**src/rtl/rr_arbiter_16.sv**
```systemverilog
// Round-robin arbiter for 16 requesters with a rotating priority pointer and held grants.
// Optional forced release after MAX_HOLD grant cycles is built when ARB_TIMEOUT_EN is defined.
module rr_arbiter_16 #(
  parameter int NREQ     = 16,
  parameter int IDW      = 4,
  parameter int MAX_HOLD = 255
) (
  input  logic            clk,
  input  logic            rst_n,
  input  logic            en,
  input  logic [NREQ-1:0] req,
  input  logic            done,
  output logic [NREQ-1:0] gnt,
  output logic [IDW-1:0]  gnt_id,
  output logic            gnt_vld,
  output logic            timeout
);

  if (NREQ != 16 || IDW != 4 || MAX_HOLD < 1 || MAX_HOLD > 255) begin : g_param_check
    $error("rr_arbiter_16: unsupported parameter set");
  end

  typedef enum logic {IDLE, GRANT} state_t;

  state_t          state_q, state_d;
  logic [NREQ-1:0] gnt_q, gnt_d;
  logic [IDW-1:0]  gnt_id_q, gnt_id_d;
  logic            gnt_vld_q, gnt_vld_d;
  logic [IDW-1:0]  ptr_q, ptr_d;
  logic            found;
  logic [IDW-1:0]  win;
  logic [IDW-1:0]  idx;
  logic            release_req;
  logic            force_rel;

`ifdef ARB_TIMEOUT_EN
  logic [7:0] hold_q, hold_d;
  logic       timeout_q, timeout_d;
`endif

  // Rotating scan: first set bit starting at ptr, wrapping mod NREQ.
  always_comb begin
    found = 1'b0;
    win   = '0;
    idx   = '0;
    for (int i = 0; i < NREQ; i++) begin
      idx = ptr_q + IDW'(i);
      if (!found && req[idx]) begin
        found = 1'b1;
        win   = idx;
      end
    end
  end

  assign release_req = done | ~req[gnt_id_q];

`ifdef ARB_TIMEOUT_EN
  assign force_rel = ~release_req & (hold_q == 8'(MAX_HOLD - 1));
`else
  assign force_rel = 1'b0;
`endif

  always_comb begin
    state_d   = state_q;
    gnt_d     = gnt_q;
    gnt_id_d  = gnt_id_q;
    gnt_vld_d = gnt_vld_q;
    ptr_d     = ptr_q;
`ifdef ARB_TIMEOUT_EN
    hold_d    = hold_q;
    timeout_d = 1'b0;
`endif
    case (state_q)
      IDLE: begin
        gnt_d     = '0;
        gnt_vld_d = 1'b0;
`ifdef ARB_TIMEOUT_EN
        hold_d    = '0;
`endif
        if (en && found) begin
          gnt_d     = NREQ'(1) << win;
          gnt_id_d  = win;
          gnt_vld_d = 1'b1;
          state_d   = GRANT;
        end
      end
      GRANT: begin
`ifdef ARB_TIMEOUT_EN
        hold_d = hold_q + 8'd1;
`endif
        if (release_req || force_rel) begin
          gnt_d     = '0;
          gnt_vld_d = 1'b0;
          ptr_d     = gnt_id_q + IDW'(1);
          state_d   = IDLE;
`ifdef ARB_TIMEOUT_EN
          timeout_d = force_rel;
          hold_d    = '0;
`endif
        end
      end
      default: state_d = IDLE;
    endcase
  end

  always_ff @(posedge clk or negedge rst_n) begin
    if (!rst_n) begin
      state_q   <= IDLE;
      gnt_q     <= '0;
      gnt_id_q  <= '0;
      gnt_vld_q <= 1'b0;
      ptr_q     <= '0;
`ifdef ARB_TIMEOUT_EN
      hold_q    <= '0;
      timeout_q <= 1'b0;
`endif
    end else begin
      state_q   <= state_d;
      gnt_q     <= gnt_d;
      gnt_id_q  <= gnt_id_d;
      gnt_vld_q <= gnt_vld_d;
      ptr_q     <= ptr_d;
`ifdef ARB_TIMEOUT_EN
      hold_q    <= hold_d;
      timeout_q <= timeout_d;
`endif
    end
  end

  assign gnt     = gnt_q;
  assign gnt_id  = gnt_id_q;
  assign gnt_vld = gnt_vld_q;
`ifdef ARB_TIMEOUT_EN
  assign timeout = timeout_q;
`else
  assign timeout = 1'b0;
`endif

endmodule

```
**config.mk**
```make
export PLATFORM = sky130hd
export DESIGN_NAME = rr_arbiter_16
export DESIGN_NICKNAME = d
export VERILOG_FILES = /design/src/rtl/rr_arbiter_16.sv
export SDC_FILE = /design/constraint.sdc
export NUM_CORES = 1
export LEC_CHECK = 0
export CAP_MARGIN = 20
export CORE_UTILIZATION = 55
export CTS_CLUSTER_SIZE = 10
export DETAILED_ROUTE_END_ITERATION = 8
export PLACE_DENSITY_LB_ADDON = 0.1
export SLEW_MARGIN = 20
export SYNTH_ARGS = -nofsm -noshare
export SYNTH_HDL_FRONTEND = slang
export SYNTH_SLANG_ARGS = --single-unit
```
**constraint.sdc**
```tcl
create_clock -name clk -period 5.4 [get_ports clk]
set_input_delay 1.08 -clock clk [delete_from_list [all_inputs] [get_ports clk]]
set_output_delay 1.08 -clock clk [all_outputs]
set_load 0.02 [all_outputs]
```
# --- After elaboration in Yosys (flattened, before gate mapping) ---
# Cells that the tools add are included.
# W data, S select, Z words.
word_totals:
  ff_bits: 26
  output_inout_bits: 22
  in_bits: 20
op_classes:
  muxes: 74
  n_shift: 1
  magnitude_cmp: 17
  n_bitwise: 3
  reduce_logical: 33
  n_eq_ne: 1
  addsub: 16
ops:
  columns: ["op", "n"]
  rows:
  - ["$lt A4 B5 Y1 const B", 17]
  - ["$bmux W1 S4", 17]
  - ["$mux W4", 16]
  - ["$mux W1", 36]
  - ["$add A4 B4 Y4 const B", 8]
  - ["$mux W16", 2]
  - ["$pmux W16 S2", 1]
  - ["$add A4 B3 Y4 const B", 4]
  - ["$logic_and A1 B1 Y1", 16]
  - ["$shl A1 B4 Y16 const A", 1]
  - ["$logic_not A1 Y1", 15]
  - ["$add A4 B1 Y4 const B", 2]
  - ["$add A4 B2 Y4 const B", 2]
  - ["$pmux W1 S2", 2]
  - ["$reduce_and A2 Y1", 2]
  - ["$ne A2 B1 Y1 const B", 1]
  - ["$not A1 Y1", 2]
  - ["$or A1 B1 Y1", 1]

# --- Depth between registers and ports, before layout ---
depth:
  depth_word: 51
  mapped_depth: 19

# --- Worst setup path after synthesis ---
# OpenSTA, ideal clock, no wires.
synth_timing:
  path_kind: "register to register"
  start: "register ptr_q[0]"
  end: "register gnt_id_q[3] (netlist: gnt_id[3])"
  setup_ns: 0.125
  path_buffers: 6
  arrival_time_ns: 4.059
  slack_ns: 1.216
  path_stages_with_launch: 18
  required_ns: 5.275
  path_cell_list: "dfrtp_1 buf_6 buf_12 buf_4 inv_1 ha_1 buf_6 buf_6 mux2_1 mux4_2 mux2i_1 and2b_1 nand4_4 or4b_1 o311a_1 o31a_1 buf_6 mux2_2"
synth_between:
  elab_chain_len: 50
  elab_cells_between_ends: 111
  cone_classes: "15 x add/sub; 64 x mux; 32 x reduce/logical"
synth_rtl:
  columns: ["item", "line_no", "source"]
  rows:
  - ["from (decl)", "29", "logic [IDW-1:0] ptr_q, ptr_d;"]
  - ["from (signal assigned)", "122", "ptr_q <= ptr_d;"]
  - ["parallel branches: the longest is 50 deep, another holds $add A4 B1 Y4", null, null]
  - ["to (signal assigned)", "120", "gnt_id_q <= gnt_id_d;"]
  - ["to (decl)", "27", "logic [IDW-1:0] gnt_id_q, gnt_id_d;"]
# Parallel ways; which one is timed is not known. The select of a mux whose other input is x is not followed.
# A chain may end at the register's enable or synchronous reset.

# --- Worst setup path in the final report ---
layout_timing:
  start: "input req[9]"
  end: "register gnt_q[7] (netlist: gnt[7])"
layout_between:
  elab_chain_len: 51
  elab_cells_between_ends: 103
  cone_classes: "1 x eq/ne; 1 x shift; 68 x mux; 2 x bitwise; 31 x reduce/logical"
layout_rtl:
  columns: ["item", "line_no", "source"]
  rows:
  - ["from (decl)", "11", "input logic [NREQ-1:0] req,"]
  - ["$bmux W1 S4", "48", "if (!found && req[idx]) begin"]
  - ["$mux W1 (implied by the code)", "48", null]
  - ["$mux W1", "48", null]
  - ["$logic_not A1 Y1", "48", null]
  - ["$logic_and A1 B1 Y1", "48", null]
  - ["$mux W1", "48", null]
  - ["$logic_not A1 Y1", "48", null]
  - ["$logic_and A1 B1 Y1", "48", null]
  - ["[... 35 more ...]", null, null]
  - ["$logic_and A1 B1 Y1", "48", null]
  - ["$mux W1", "48", null]
  - ["$logic_not A1 Y1", "48", null]
  - ["$logic_and A1 B1 Y1", "48", null]
  - ["$mux W4 / $mux W1 (equally long branches)", "48", null]
  - ["$shl A1 B4 Y16 / $logic_and A1 B1 Y1 (equally long branches)", "81, 80", null]
  - ["$mux W16", "80", "if (en && found) begin"]
  - ["$pmux W16 S2", "73", "case (state_q)"]
  - ["to (signal assigned)", "119", "gnt_q <= gnt_d;"]
  - ["to (decl)", "26", "logic [NREQ-1:0] gnt_q, gnt_d;"]
# Parallel ways exist; a longest one is shown, timed or not. The select of a mux whose other input is x is not followed.

==> flow_summary.ini <==
[global_routing]
grt_busiest_layer = met2
met1_usage = 0.482
gr-total-overflow = 0
grt_max_degree = 27
globalRouteTotalUtil = 0.335
antenna_found_initial = 0
grt_pass1_wl_mm = 16.7
use_met2 = 0.521
grtUsageMet3 = 0.0473
grt_pass1_vias = 3174

[critical_path]
startpoint_type = primary input
regToRegSetupSlack_ns = 1.07
r2r_cells = 12
cp_num_buf_inv = 1
critical_path.max_fanout = 10
crit_family = multiplexers
crit_type = in2reg
crit_path_end_kind = register
crit_arrival_ns = 4.73
slowest_delay_ns = 0.71
required_ns = 5.56
cpMaxStageDelayCell = mux4_1
path_cells = clkdlybuf4s50_1 > mux4_1 > mux2_2 > mux2i_1 > nand3b_1 > a211o_1 > a22oi_1 > o21a_1 > o22ai_1 > o31ai_1
r2r-start = ptr_q[0]
reg2reg_to = gnt[7]

[timing]
post-route-min-period_ns = 4.56
rsz0062_at_grt = false
min_period_over_period = 0.845
worstMarginPinSlew_ns = 0.714
maxSlewHeadroom = 0.520
finalSetupViolations = 0
finalHoldViolations = 0
skew_ns = 0.00240
fin_setup_tns_ns = 0
slew_violations = 0
max_freq_mhz = 219

[clock_network]
cts_root_buf = clkbuf_8
cts_resized = 0
cts_max_level = 1
clk_pin_slew_ns = 0.09
cts_buffer_depth = 2
cts.sinks = 26
hold_buffers = 0
insertion_delay_ns = 0.28
cts_tree = yes
cts_buffers = 3
post-cts-setup-buffer-count = 0

[synthesis]
synth_ff_type = dfrtp_1
async_flop_share = 1.00
syn_area_per_cell_sq_um = 9.63
synth_seq_cells = 26
ys_types = 70
synth_edf_count = 0
synth_nets = 399
ys_warn_count = 0
synthCells = 371
synth_area_sq_mm = 0.00357
yosysSeqAreaShare = 0.182

[hold_path]
holdPathStages = 1
hp-class = reg2reg
hp-start = gnt_vld
holdPathEnd = gnt_vld

[place]
port-buffer-count = 40
place_congestion = 0.967
post-dp-hpwl_mm = 7.96

[finish]
antennaDiodeCount = 0
fin_nets = 442
mostFrequentLayoutCell = nand2_1
most-common-layout-cells = 40 x nand2_1, 39 x clkdlybuf4s50_1, 26 x dfrtp_1
fin_util = 0.679
final_layout_size_suffix_gt1_frac = 0.184
area_growth_pct = 15.9
n_fill_cell = 513

[floorplan]
placementRows = 28
io_pins = 42
start_util = 0.586
core_sq_mm = 0.00610
die_w_microns = 82.6
fp.dieArea_sq_mm = 0.00682
fp.dieH_microns = 82.6

[routing]
dr.pass1.iters = 5
finalWirelength_mm = 10.6
drt-initial-drc-count = 381
viasPerCell = 6.99
drt-wirelength-per-cell_microns = 21.7
ant_nets = 0
drcViolationCount = 0
vias = 3411

[run_status]
outcome = finished, final reports clean

[run]
cap_viol_max_count = 0
==> metrics by stage <==
step | setup WS, ns | hold slack [ns] | cells | instance area (sq um)
6_report | 0.837 | 0.489 | 488 | 4140
5_1_grt | 0.628 | 0.514 | 488 | 4140
4_1_cts | 0.872 | 0.492 | 487 | 4130
3_5_place_dp | 0.646 | 0.471 | 483 | 4060
3_3_place_gp | 0.655 | 0.461 | 483 | 4060
2_1_floorplan | 1.22 | 0.589 | 371 | 3570
==> routing by layer <==
metal | vias to the layer above | wire length, microns
met3 | 36 | 774
li1 | 1546 | -
met4 | 0 | 346
met1 | 1646 | 4610
met2 | 183 | 4880
met5 | - | 0
==> worst register-to-register path: cells and delay by family (launching register included) <==
kind            cells  cell delay (ns)
buf+inv             2             0.36
simple gates        3             1.02
flops               1             0.36
mux                 3             1.16
compound gates      3             0.81
fa+ha+maj           1             0.50
==> cells by family after synthesis <==
logic type                 count (synthesis)  share of synthesized area
DFF                                       26                      0.182
adders and majority gates                  8                     0.0280
AOI/OAI and AO/OA                        100                      0.198
and+or+nand+nor                          103                      0.145
buffers and inverters                     38                     0.0599
other                                      1                    0.00105
muxes                                     83                      0.354
xor gates and xnor gates                  12                     0.0315
==> how the worst max path moves through the flow <==
stage | start | end | depth (start not counted)
floorplan | ptr_q[0] | gnt_id[3] | 17
finish | req[9] | gnt[7] | 10
global route | req[9] | gnt[9] | 10
global placement | req[9] | gnt[9] | 10
CTS | req[10] | gnt[9] | 10
detailed placement | req[10] | gnt[9] | 10
==> final cells by class <==
class / count / area [sq um] / share of cell area
Multi-Input combinational cell: 307 / 2710 / 0.654
Clock inverter: 1 / 30.0 / 0.00726
Inverter: 17 / 65.1 / 0.0157
Sequential cell: 26 / 651 / 0.157
Clock buffer: 3 / 41.3 / 0.00998
Timing Repair Buffer: 59 / 551 / 0.133
Tap cell: 75 / 93.8 / 0.0227
==> sequential cells by signal, indices dropped and copies added (netlist names) <==
| signal | flops |
|---|---|
| gnt | 16 |
| gnt_id | 4 |
| gnt_vld | 1 |
| ptr_q | 4 |
| state_q | 1 |
==> synthesized netlist by cell type, drive strengths merged (2+ instances only) <==
| cell | count | area share |
|---|---|---|
| nand2 | 40 | 0.042 |
| mux2 | 29 | 0.091 |
| mux4 | 29 | 0.19 |
| dfrtp | 26 | 0.18 |
| mux2i | 25 | 0.074 |
| o21ai | 23 | 0.032 |
| nor2 | 18 | 0.019 |
| o31ai | 18 | 0.039 |
| inv | 16 | 0.017 |
| buf | 15 | 0.035 |
| a21oi | 11 | 0.015 |
| xnor2 | 10 | 0.027 |
| ha | 8 | 0.028 |
| nand3 | 7 | 0.0098 |
| clkbuf | 6 | 0.0063 |
| nand2b | 6 | 0.011 |
| nor3 | 6 | 0.0084 |
| o211ai | 6 | 0.013 |
| nand4 | 5 | 0.013 |
| o22ai | 5 | 0.0088 |
| a31oi | 4 | 0.0070 |
| nand3b | 4 | 0.0084 |
| a21boi | 3 | 0.0063 |
| a21o | 3 | 0.0063 |
| a22oi | 3 | 0.0063 |
| and2 | 3 | 0.0053 |
| nor2b | 3 | 0.0053 |
| a211o | 2 | 0.0049 |
| a211oi | 2 | 0.0042 |
| a221oi | 2 | 0.0049 |
| a311oi | 2 | 0.0067 |
| and4 | 2 | 0.0049 |
| nand4b | 2 | 0.0049 |
| o311a | 2 | 0.0056 |
| o32ai | 2 | 0.0070 |
| or2 | 2 | 0.0035 |
| or3 | 2 | 0.0035 |
| xor2 | 2 | 0.0049 |
Power is not shown: default switching activity piles up to over one toggle a cycle in this logic, so the estimate is an artifact.
